<file path="src/rtl/data_pack.sv">
// Packs a stream of PKT_W-bit packets LSB-first into WORD_W-bit words with a single output slot.
// A flush emits any partial word zero-padded, followed by a one-cycle flush_done pulse.
module data_pack #(
  parameter int unsigned PKT_W  = 7,
  parameter int unsigned WORD_W = 32
) (
  input  logic              clk,
  input  logic              rst,
  input  logic [PKT_W-1:0]  pkt_in,
  input  logic              pkt_valid,
  output logic              pkt_ready,
  input  logic              flush,
  output logic [WORD_W-1:0] word_out,
  output logic              word_valid,
  input  logic              word_ready,
  output logic              flush_done,
  output logic [$clog2(WORD_W)-1:0] fill
);

  localparam int unsigned AccW  = WORD_W + PKT_W - 1;
  localparam int unsigned FillW = $clog2(WORD_W + PKT_W);

  typedef enum logic [1:0] {StAccum, StFlush, StDone} state_e;

  state_e           state_q;
  logic [AccW-1:0]  acc_q;
  logic [FillW-1:0] fill_q;

  logic [AccW-1:0]  merged;
  logic [FillW-1:0] fill_sum;
  logic             completes;
  logic             slot_free;
  logic             accept;

  always_comb begin
    merged    = acc_q | (AccW'(pkt_in) << fill_q);
    fill_sum  = fill_q + FillW'(PKT_W);
    completes = fill_sum >= FillW'(WORD_W);
    slot_free = !word_valid || word_ready;
    pkt_ready = (state_q == StAccum) && (!completes || slot_free);
    accept    = pkt_valid && pkt_ready;
  end

  assign fill = fill_q[$clog2(WORD_W)-1:0];

  always_ff @(posedge clk or posedge rst) begin
    if (rst) begin
      state_q    <= StAccum;
      acc_q      <= '0;
      fill_q     <= '0;
      word_out   <= '0;
      word_valid <= 1'b0;
      flush_done <= 1'b0;
    end else begin
      // A load below overrides this drain, keeping word_valid high.
      if (word_valid && word_ready) begin
        word_valid <= 1'b0;
      end
      unique case (state_q)
        StAccum: begin
          flush_done <= 1'b0;
          if (accept) begin
            if (completes) begin
              word_out   <= merged[WORD_W-1:0];
              word_valid <= 1'b1;
              acc_q      <= merged >> WORD_W;
              fill_q     <= fill_sum - FillW'(WORD_W);
            end else begin
              acc_q  <= merged;
              fill_q <= fill_sum;
            end
          end
          if (flush) begin
            state_q <= StFlush;
          end
        end
        StFlush: begin
          flush_done <= 1'b0;
          if (fill_q == '0) begin
            state_q <= StDone;
          end else if (slot_free) begin
            // Bits above fill are always zero, so the low word is already padded.
            word_out   <= acc_q[WORD_W-1:0];
            word_valid <= 1'b1;
            acc_q      <= '0;
            fill_q     <= '0;
            state_q    <= StDone;
          end
        end
        StDone: begin
          // Raise the pulse for one cycle, then return to packing.
          flush_done <= !flush_done;
          if (flush_done) begin
            state_q <= StAccum;
          end
        end
        default: begin
          state_q    <= StAccum;
          flush_done <= 1'b0;
        end
      endcase
    end
  end

endmodule

</file>
<file path="config.mk">
export PLATFORM = sky130hd
export DESIGN_NAME = data_pack
export DESIGN_NICKNAME = d
export VERILOG_FILES = /design/src/rtl/data_pack.sv
export SDC_FILE = /design/constraint.sdc
export NUM_CORES = 1
export LEC_CHECK = 0
export ABC_CLOCK_PERIOD_IN_PS = 6000
export CAP_MARGIN = 20
export CORE_MARGIN = 2
export CORE_UTILIZATION = 30
export DETAILED_ROUTE_END_ITERATION = 16
export PLACE_DENSITY = 0.56
export SYNTH_ARGS = -nofsm -noshare
export SYNTH_HDL_FRONTEND = slang
export SYNTH_SLANG_ARGS = --single-unit
</file>
<file path="constraint.sdc">
create_clock -name clk -period 6 [get_ports clk]
set_input_delay 0.6 -clock clk [delete_from_list [all_inputs] [get_ports clk]]
set_output_delay 0.6 -clock clk [all_outputs]
set_load 0.005 [all_outputs]
</file>
==> Word level (Yosys, flattened, before mapping) <==
Index checks and enable logic that the tools add are counted.
{ "word_totals": {"latch_bits": 0, "romBits": 0, "elab_cells": 61, "inputBits": 12, "memories": 0, "reg_bits": 80, "output_inout_bits": 40, "mem_bits_rw": 0} }
{ "op_classes": {"mux": 27, "n_div": 0, "reduce_logical": 14, "eq_ne": 9, "add_sub_neg": 2, "order_cmp": 1, "n_bitwise": 1, "shift": 1, "multipliers": 0} }
{ "ops": {"columns": ["cell", "n"], "rows": [
  ["2-to-1 mux 38 bit", 4],
  ["2-to-1 mux 32 bit", 4],
  ["case mux 38 bit (2 select lines)", 1],
  ["case mux 32 bit (2 select lines)", 1],
  ["bitwise OR 38 bit", 1],
  ["left shift 7 x 6 -> 38 bit", 1],
  ["2-to-1 mux 6 bit", 4],
  ["!= test 2 bit, second input constant", 6],
  ["case mux 6 bit (2 select lines)", 1],
  ["2-to-1 mux 2 bit", 4],
  ["adder 6 x 3 -> 6 bit, second input constant", 1],
  [">= comparator 6 bit, second input constant", 1],
  ["logical NOT 6 bit", 1],
  ["2-to-1 mux 1 bit", 6],
  ["case mux 2 bit (3 select lines)", 1],
  ["subtractor 6 bit, second input constant", 1],
  ["AND reduction 5 bit", 1],
  ["AND reduction 4 bit", 1],
  ["logical AND 1 bit", 3],
  ["logical NOT 1 bit", 3],
  ["!= test 3 bit, second input constant", 1],
  ["AND reduction 3 bit", 1],
  ["== test 2 x 1 -> 1 bit, second input constant", 1],
  ["== test 2 bit, second input constant", 1],
  ["other kinds (4)", 5]
]} }

==> Logic depth before layout (Yosys ltp) <==
Gate-level depths: netlist of the first run.
{ "depth": {"word_depth": 8, "depth_mapped": 9, "mapped_depth_nobuf": 7} }

==> Worst setup path before layout of the first run <==
No wires, ideal clock.
{ "synth_path": {"path_type": "register to register", "from": "reg fill_q[0]", "to": "reg fill_q[2]", "required_ps": 5922, "slack_ps": 3877, "period_less_slack_ps": 2123, "stages_incl_launch_ff": 8, "arrival_time_ps": 2045, "path_buffers": 1, "cell_sequence": "dfrtp_1 > buf_2 > inv_2 > ha_1 > a211oi_4 > o22ai_4 > or3_1 > a21oi_1"} }
{ "synth_between": {"elab_chain_len": 8} }
{ "synth_rtl": {"columns": ["item", "line_no", "source"], "rows": [
  ["start: declaration", "27", "logic [FillW-1:0] fill_q;"],
  ["start signal: assignment", "67", "fill_q <= fill_sum - FillW'(WORD_W);"],
  ["start signal: assignment", "70", "fill_q <= fill_sum;"],
  ["adder 6 x 3 -> 6 bit", "37", "fill_sum = fill_q + FillW'(PKT_W);"],
  [">= comparator 6 bit", "38", "completes = fill_sum >= FillW'(WORD_W);"],
  ["logical NOT 1 bit", "40", "pkt_ready = (state_q == StAccum) && (!completes || slot_free);"],
  ["logical OR 1 bit", "40", null],
  ["logical AND 1 bit", "40", null],
  ["logical AND 1 bit", "41", "accept = pkt_valid && pkt_ready;"],
  ["!= test 2 bit (no source line)", null, null],
  ["AND reduction 4 bit (no source line)", null, null]
]} }
Several ways; a longest one is shown, not always the timed one. The select of a mux whose other input is x is not followed.
A chain may end at the register's enable or synchronous reset.

==> Final worst setup path of the first run <==
{ "layout_path": {"from": "reg fill_q[1]", "to": "out pkt_ready"} }
{ "layout_between": {"elab_chain_len": 5} }
{ "layout_rtl": {"columns": ["item", "line_no", "source"], "rows": [
  ["adder 6 x 3 -> 6 bit", "37", null],
  [">= comparator 6 bit", "38", null],
  ["logical NOT 1 bit", "40", null],
  ["logical OR 1 bit", "40", null],
  ["logical AND 1 bit", "40", null],
  ["end: declaration", "11", "output logic pkt_ready,"]
]} }
Every way passes these cells.

==> results.sh, run 1 <==
export IMPL_status="complete, no violations"
export IMPL_wirelength_mm=11.6
export IMPL_peakVddDrop_mv=0.194
export IMPL_mostFrequentLayoutCell="nand2_1"
export IMPL_finalMaxSlewViolations=0
export IMPL_worstPathRequired_ns=5.40
export IMPL_register_area_um2=2000
export IMPL_ys_flop_type="dfrtp_1"
export IMPL_period_needed_ns=3.31
export IMPL_cp_cell_sequence="o311ai_4 > xnor2_2 > a211oi_1 > clkdlybuf4s50_1"
export IMPL_cts_hold_buf=0
export IMPL_coreArea_um2=13900
export IMPL_synth_warnings=0
export IMPL_relSlewSlack_pct=38.6
export IMPL_p_leak_nw=2.23
export IMPL_timing_fmax_mhz=302
export IMPL_rsz0062_at_grt="false"
export IMPL_clk_pin_slew_ns=0.06
export IMPL_drv_cap=0
export IMPL_synth_seq_cells=80
export IMPL_area_growth_pct=21.3
export IMPL_nNetsFinal=504
export IMPL_syn_inst=459
export IMPL_vias_per_cell=5.23
export IMPL_gr_total_overflow=0
export IMPL_fin_crit_sh_pct=55.1
export IMPL_n_fill_cell=1410
export IMPL_critPathMaxFanout=27
export IMPL_floorplan_initialDensity_pct=30.9
export IMPL_synth_edf_count=0
export IMPL_layout_drive_gt1_share_pct=10.5
export IMPL_ioPinCount=52
export IMPL_synth_net_count=472
export IMPL_finalInstanceArea_um2=5220
export IMPL_rows=43
export IMPL_cts_made_buffers=9
export IMPL_hpwl_mm=8.12
export IMPL_die_height_um=124
export IMPL_layout_common_cells="nand2_1, dfrtp_1, clkdlybuf4s50_1"
export IMPL_clockBufferDepth=2
export IMPL_antenna_found_initial=0
export IMPL_cpPeakStageDelay_ns=0.95
export IMPL_yosysSeqAreaShare_pct=46.5
export IMPL_setup_viol=0
export IMPL_first_pass_iters=5
export IMPL_cts_max_level=3
export IMPL_grt_usage_pct=16.2
export IMPL_ys_types=70
export IMPL_fin_cells=676
export IMPL_syn_cell_area_um2=4300
export IMPL_worst_slew_pin_slew_ns=0.921
export IMPL_finalHoldViolations=0
export IMPL_ant_nets=0
export IMPL_crit_path_end_kind="output pin"
export IMPL_gp_congestion=0.869
export IMPL_initialDrtViolationCount=282
export IMPL_multiInputGateArea_um2=2060
export IMPL_cts_tree="done"
export IMPL_tns_ns=0
export IMPL_root_buffer="clkbuf_16"
export IMPL_cts_repair_resized=0
export IMPL_placed_cells=658
export IMPL_async_reset_ff_share_pct=100
export IMPL_critPathSlowestCell="dfrtp_1"
export IMPL_cts_sinks=80
export IMPL_grt_start_max_net_pins=81
export IMPL_diodes=0
export IMPL_path_buf_inv=1
export IMPL_die_width_um=124
export IMPL_hp_class="reg2reg"
export IMPL_critPathArrivalTime_ns=2.71
export IMPL_grt_pass1_wl_mm=18.9
export IMPL_remaining_drc_errors=0
export IMPL_avgSynthCellArea_um2=9.38
export IMPL_p_per_area_nw_per_um2=537
export IMPL_crit_type="reg2out"
export IMPL_first_global_vias=3463
export IMPL_io_buffers=51
export IMPL_start_kind="register"
export IMPL_wl_per_cell_um=17.2
export IMPL_skew_ns=0.00438
export IMPL_worstSkewPairLatency_ns=0.34
export IMPL_post_cts_buffers=0
export IMPL_final_core_util_pct=37.5
export IMPL_critical_path_top_delay_family="flip-flops"
export IMPL_dr_total_vias=3534
export IMPL_die_area_um2=15300
export IMPL_post_dp_cell_area_um2=4860
-- routing by layer --
| metal | global-route usage (%) | wire [um] | up-vias |
|---|---|---|---|
| met5 | 0 | 0 | - |
| met4 | 7.60 | 260 | 0 |
| met3 | 2.75 | 632 | 17 |
| met2 | 23.8 | 5270 | 98 |
| met1 | 23.2 | 5460 | 1736 |
| li1 | - | - | 1683 |
-- registers in the layout (all words and copies together) (netlist names) --
| register | count |
|---|---|
| acc_q | 38 |
| fill_q | 6 |
| flush_done | 1 |
| state_q | 2 |
| word_out | 32 |
| word_valid | 1 |
-- where the power goes --
group / switching, W / internal, W
logic: 0.000723 / 0.000566
clock network: 0.000238 / 0.000340
registers: 0.000200 / 0.000735
total: 0.00116 / 0.00164
-- synth_stat cells (all sizes together), types with 3 or more instances --
master / instances / area [um2]
a211oi: 9 / 85.1
o21ai: 24 / 120
mux4: 3 / 67.6
nand2: 82 / 308
nor3: 8 / 50.1
a22oi: 4 / 35.0
inv: 8 / 30.0
a221oi: 3 / 43.8
and2: 6 / 37.5
nand2b: 9 / 56.3
and3b: 3 / 26.3
mux2: 7 / 78.8
nor2: 49 / 184
buf: 30 / 184
mux2i: 9 / 90.1
nor2b: 4 / 25.0
o22ai: 9 / 70.1
dfrtp: 80 / 2000
a21oi: 40 / 200
a31oi: 12 / 90.1
o211ai: 4 / 43.8
or3: 5 / 31.3
nand3b: 4 / 30.0
clkbuf: 5 / 18.8
o21a: 6 / 45.0
-- area by class of cell --
type,instances,area share [%]
multi-input cells,334,39.5
inverters,10,0.743
repair buffers,56,11.1
clock buffers,10,4.58
clock inverters,6,1.41
flip-flops and latches,80,38.3
well taps,180,4.31
-- logic make-up after synthesis --
logic type	synth area share (%)
flip-flops	46.5
multiplexers	5.49
buffers and inverters	5.58
adder cells (fa/ha/maj)	0.291
AND/OR/NAND/NOR	20.8
XOR/XNOR	0.756
AO/OA/AOI/OAI	20.6
-- worst paths after layout --
path | start | to | slack (ns) | cells past startpoint
worst max-delay path | fill_q[1] | pkt_ready | 2.69 | 4
worst min-delay path | flush_done | flush_done | 0.45 | 1
worst max register to register | fill_q[1] | acc_q[7] | 2.82 | 7
worst min register to register | flush_done | flush_done | 0.45 | 1
max in group asynchronous | rst | fill_q[1] | 4.81 | 4
min in group asynchronous | rst | word_out[10] | 0.60 | 3
-- through the flow --
stage	hold slack [ns]	setup WS, ns	total power [W]
after floorplan	0.439	3.35	0.00178
after global placement	0.442	2.84	0.00220
after detailed placement	0.442	2.74	0.00222
after CTS	0.451	2.69	0.00281
after global routing	0.479	2.54	0.00301
final	0.446	2.69	0.00280
Power figures use the tool's default switching activity.
==> inputs of run 2 (changes only) <==
ABC_CLOCK_PERIOD_IN_PS = 2800   (was 6000)
PLACE_DENSITY = 0.58   (was 0.56)
clock period = 2.8 ns   (was 6 ns; I/O delays follow)
==> run 2 against run 1 <==
Final cell count up 1.8%. Sequential cell count did not move. Die area stayed put. Routed wire length is 0.58% lower. Utilization up 0.91 points. Critical path depth unchanged. First-iteration DRC count is 8.2% lower. Power increased by 120%. Register-to-register slack got worse by 2.4 ns. Critical endpoint unchanged. Sequential power increased by 100%. Hold slack got worse by 0.11 ns. Combinational power rose by 140%.
==> results.sh, run 2 (synthesized netlist as in run 1, its figures left out) <==
export IMPL_status="complete, no violations"
export IMPL_initialDrtViolationCount=259
export IMPL_hpwl_mm=8.40
export IMPL_p_sw_share_pct=39.8
export IMPL_gr_total_overflow=0
export IMPL_timing_fmax_mhz=391
export IMPL_p_per_area_nw_per_um2=1170
export IMPL_skew_ns=0.0103
export IMPL_cp_endpoint="pkt_ready"
export IMPL_fin_crit_sh_pct=91.4
export IMPL_critPathArrivalTime_ns=2.28
export IMPL_root_buffer="clkbuf_16"
export IMPL_hold_slack_ns=0.340
export IMPL_crit_path_end_kind="output pin"
export IMPL_diodes=0
export IMPL_nNetsFinal=516
export IMPL_floorplan_initialDensity_pct=30.9
export IMPL_remaining_drc_errors=0
export IMPL_multiInputGateArea_um2=2060
export IMPL_grt_pass1_wl_mm=18.6
export IMPL_layout_common_cells="nand2_1, dfrtp_1, clkdlybuf4s50_1"
export IMPL_first_global_vias=3444
export IMPL_power_frac_clock_pct=21.7
export IMPL_clockBufferDepth=2
export IMPL_pwr_share_seq_pct=29.9
export IMPL_worst_slew_pin_slew_ns=0.734
export IMPL_post_dp_cell_area_um2=5000
export IMPL_rrSetupSlack_ns=0.40
export IMPL_finalMaxSlewViolations=0
export IMPL_setup_viol=0
export IMPL_vias_per_cell=5.24
export IMPL_cts_hold_buf=0
export IMPL_combPwrFrac_pct=48.4
export IMPL_placed_cells=672
export IMPL_layout_drive_gt1_share_pct=12.4
export IMPL_drv_cap=0
export IMPL_ant_nets=0
export IMPL_cts_tree="done"
export IMPL_n_fill_cell=1380
export IMPL_fin_cells=688
export IMPL_cts_sinks=80
export IMPL_r2r_start="fill_q[0]"
export IMPL_die_area_um2=15300
export IMPL_finalHoldViolations=0
export IMPL_post_cts_buffers=0
export IMPL_cts_made_buffers=9
export IMPL_worst_r2r_path_depth=7
export IMPL_largest_register_ffs=38
export IMPL_cpPeakStageDelay_ns=0.53
export IMPL_wirelength_mm=11.6
export IMPL_critPathMaxFanout=9
export IMPL_register_area_um2=2000
export IMPL_largest_register="acc_q"
export IMPL_hp_class="in2async"
export IMPL_mostFrequentLayoutCell="nand2_1"
export IMPL_start_kind="register"
export IMPL_wl_per_cell_um=16.8
export IMPL_period_needed_ns=2.56
export IMPL_p_int_w=0.00378
export IMPL_die_width_um=124
export IMPL_worstSkewPairLatency_ns=0.34
export IMPL_rows=43
export IMPL_die_height_um=124
export IMPL_startpoint="fill_q[2]"
export IMPL_grt_start_max_net_pins=53
export IMPL_clk_pin_slew_ns=0.06
export IMPL_tns_ns=0
export IMPL_cp_cell_sequence="o311ai_4 > xnor2_2 > a211oi_1 > clkdlybuf4s50_1"
export IMPL_io_buffers=51
export IMPL_worstPathRequired_ns=2.52
export IMPL_first_pass_iters=5
export IMPL_dr_total_vias=3603
export IMPL_crit_type="reg2out"
export IMPL_finalInstanceArea_um2=5350
export IMPL_critPathSlowestCell="clkdlybuf4s50_1"
export IMPL_r2r_end="fill_q[2]"
export IMPL_cts_repair_resized=0
export IMPL_p_leak_nw=2.31
export IMPL_cts_max_level=3
export IMPL_largestRegisters="acc_q (38), word_out (32), fill_q (6)"
export IMPL_ioPinCount=52
export IMPL_p_sw_w=0.00250
export IMPL_relSlewSlack_pct=51.1
export IMPL_area_growth_pct=24.2
export IMPL_gp_congestion=0.942
export IMPL_antenna_found_initial=0
export IMPL_coreArea_um2=13900
export IMPL_rsz0062_at_grt="false"
export IMPL_grt_usage_pct=16.0
export IMPL_peakVddDrop_mv=0.326
-- run 2: stage by stage --
stage	power [W]	setup slack, ns	utilization [%]
4_1_cts	0.00632	0.187	38.4
5_1_grt	0.00672	0.0974	38.4
3_3_place_gp	0.00492	0.414	35.9
2_1_floorplan	0.00380	0.468	-
3_5_place_dp	0.00494	0.396	35.9
6_report	0.00628	0.241	38.4
-- run 2: worst min path at each step --
stage                 endpoint  slack (ns)
floorplan           state_q[0]        0.43
global placement    flush_done        0.44
detailed placement  flush_done        0.44
CTS                  acc_q[15]        0.36
global route         acc_q[23]        0.38
finish               acc_q[23]        0.34
-- run 2: cell type report --
type                       instances  area share [%]
clock buffer                      10            4.28
multi-input combinational        334            38.6
clock inverter                     6            2.15
tap                              180            4.21
inverter                          10           0.725
sequential                        80            37.4
timing repair buffer              68            12.6
-- run 2: routing by layer --
| metal | GRT usage, % | vias up | part of all wire (%) | routed length [um] |
|---|---|---|---|---|
| met2 | 23.9 | 122 | 45 | 5150 |
| met3 | 2.93 | 10 | 5.8 | 674 |
| met4 | 4.90 | 0 | 1.3 | 146 |
| met1 | 23.4 | 1764 | 48 | 5590 |
| li1 | - | 1707 | - | - |
| met5 | 0 | - | 0 | 0 |
-- run 2: power groups by stage --
| stage | combinational (W) | sequential (W) | clock, W |
|---|---|---|---|
| final | 0.00304 | 0.00188 | 0.00136 |
| after global routing | 0.00334 | 0.00194 | 0.00144 |
| after CTS | 0.00304 | 0.00189 | 0.00139 |
| after detailed placement | 0.00303 | 0.00191 | 0 |
| after global placement | 0.00302 | 0.00190 | 0 |
| after floorplan | 0.00198 | 0.00183 | 0 |
-- run 2: worst max-delay path: cells and delay by family (launching register included) --
family                    cells  cell delay [ns]
AOI/OAI and AO/OA             2             0.65
buffers and inverters         1             0.53
DFF                           1             0.50
xor gates and xnor gates      1             0.26
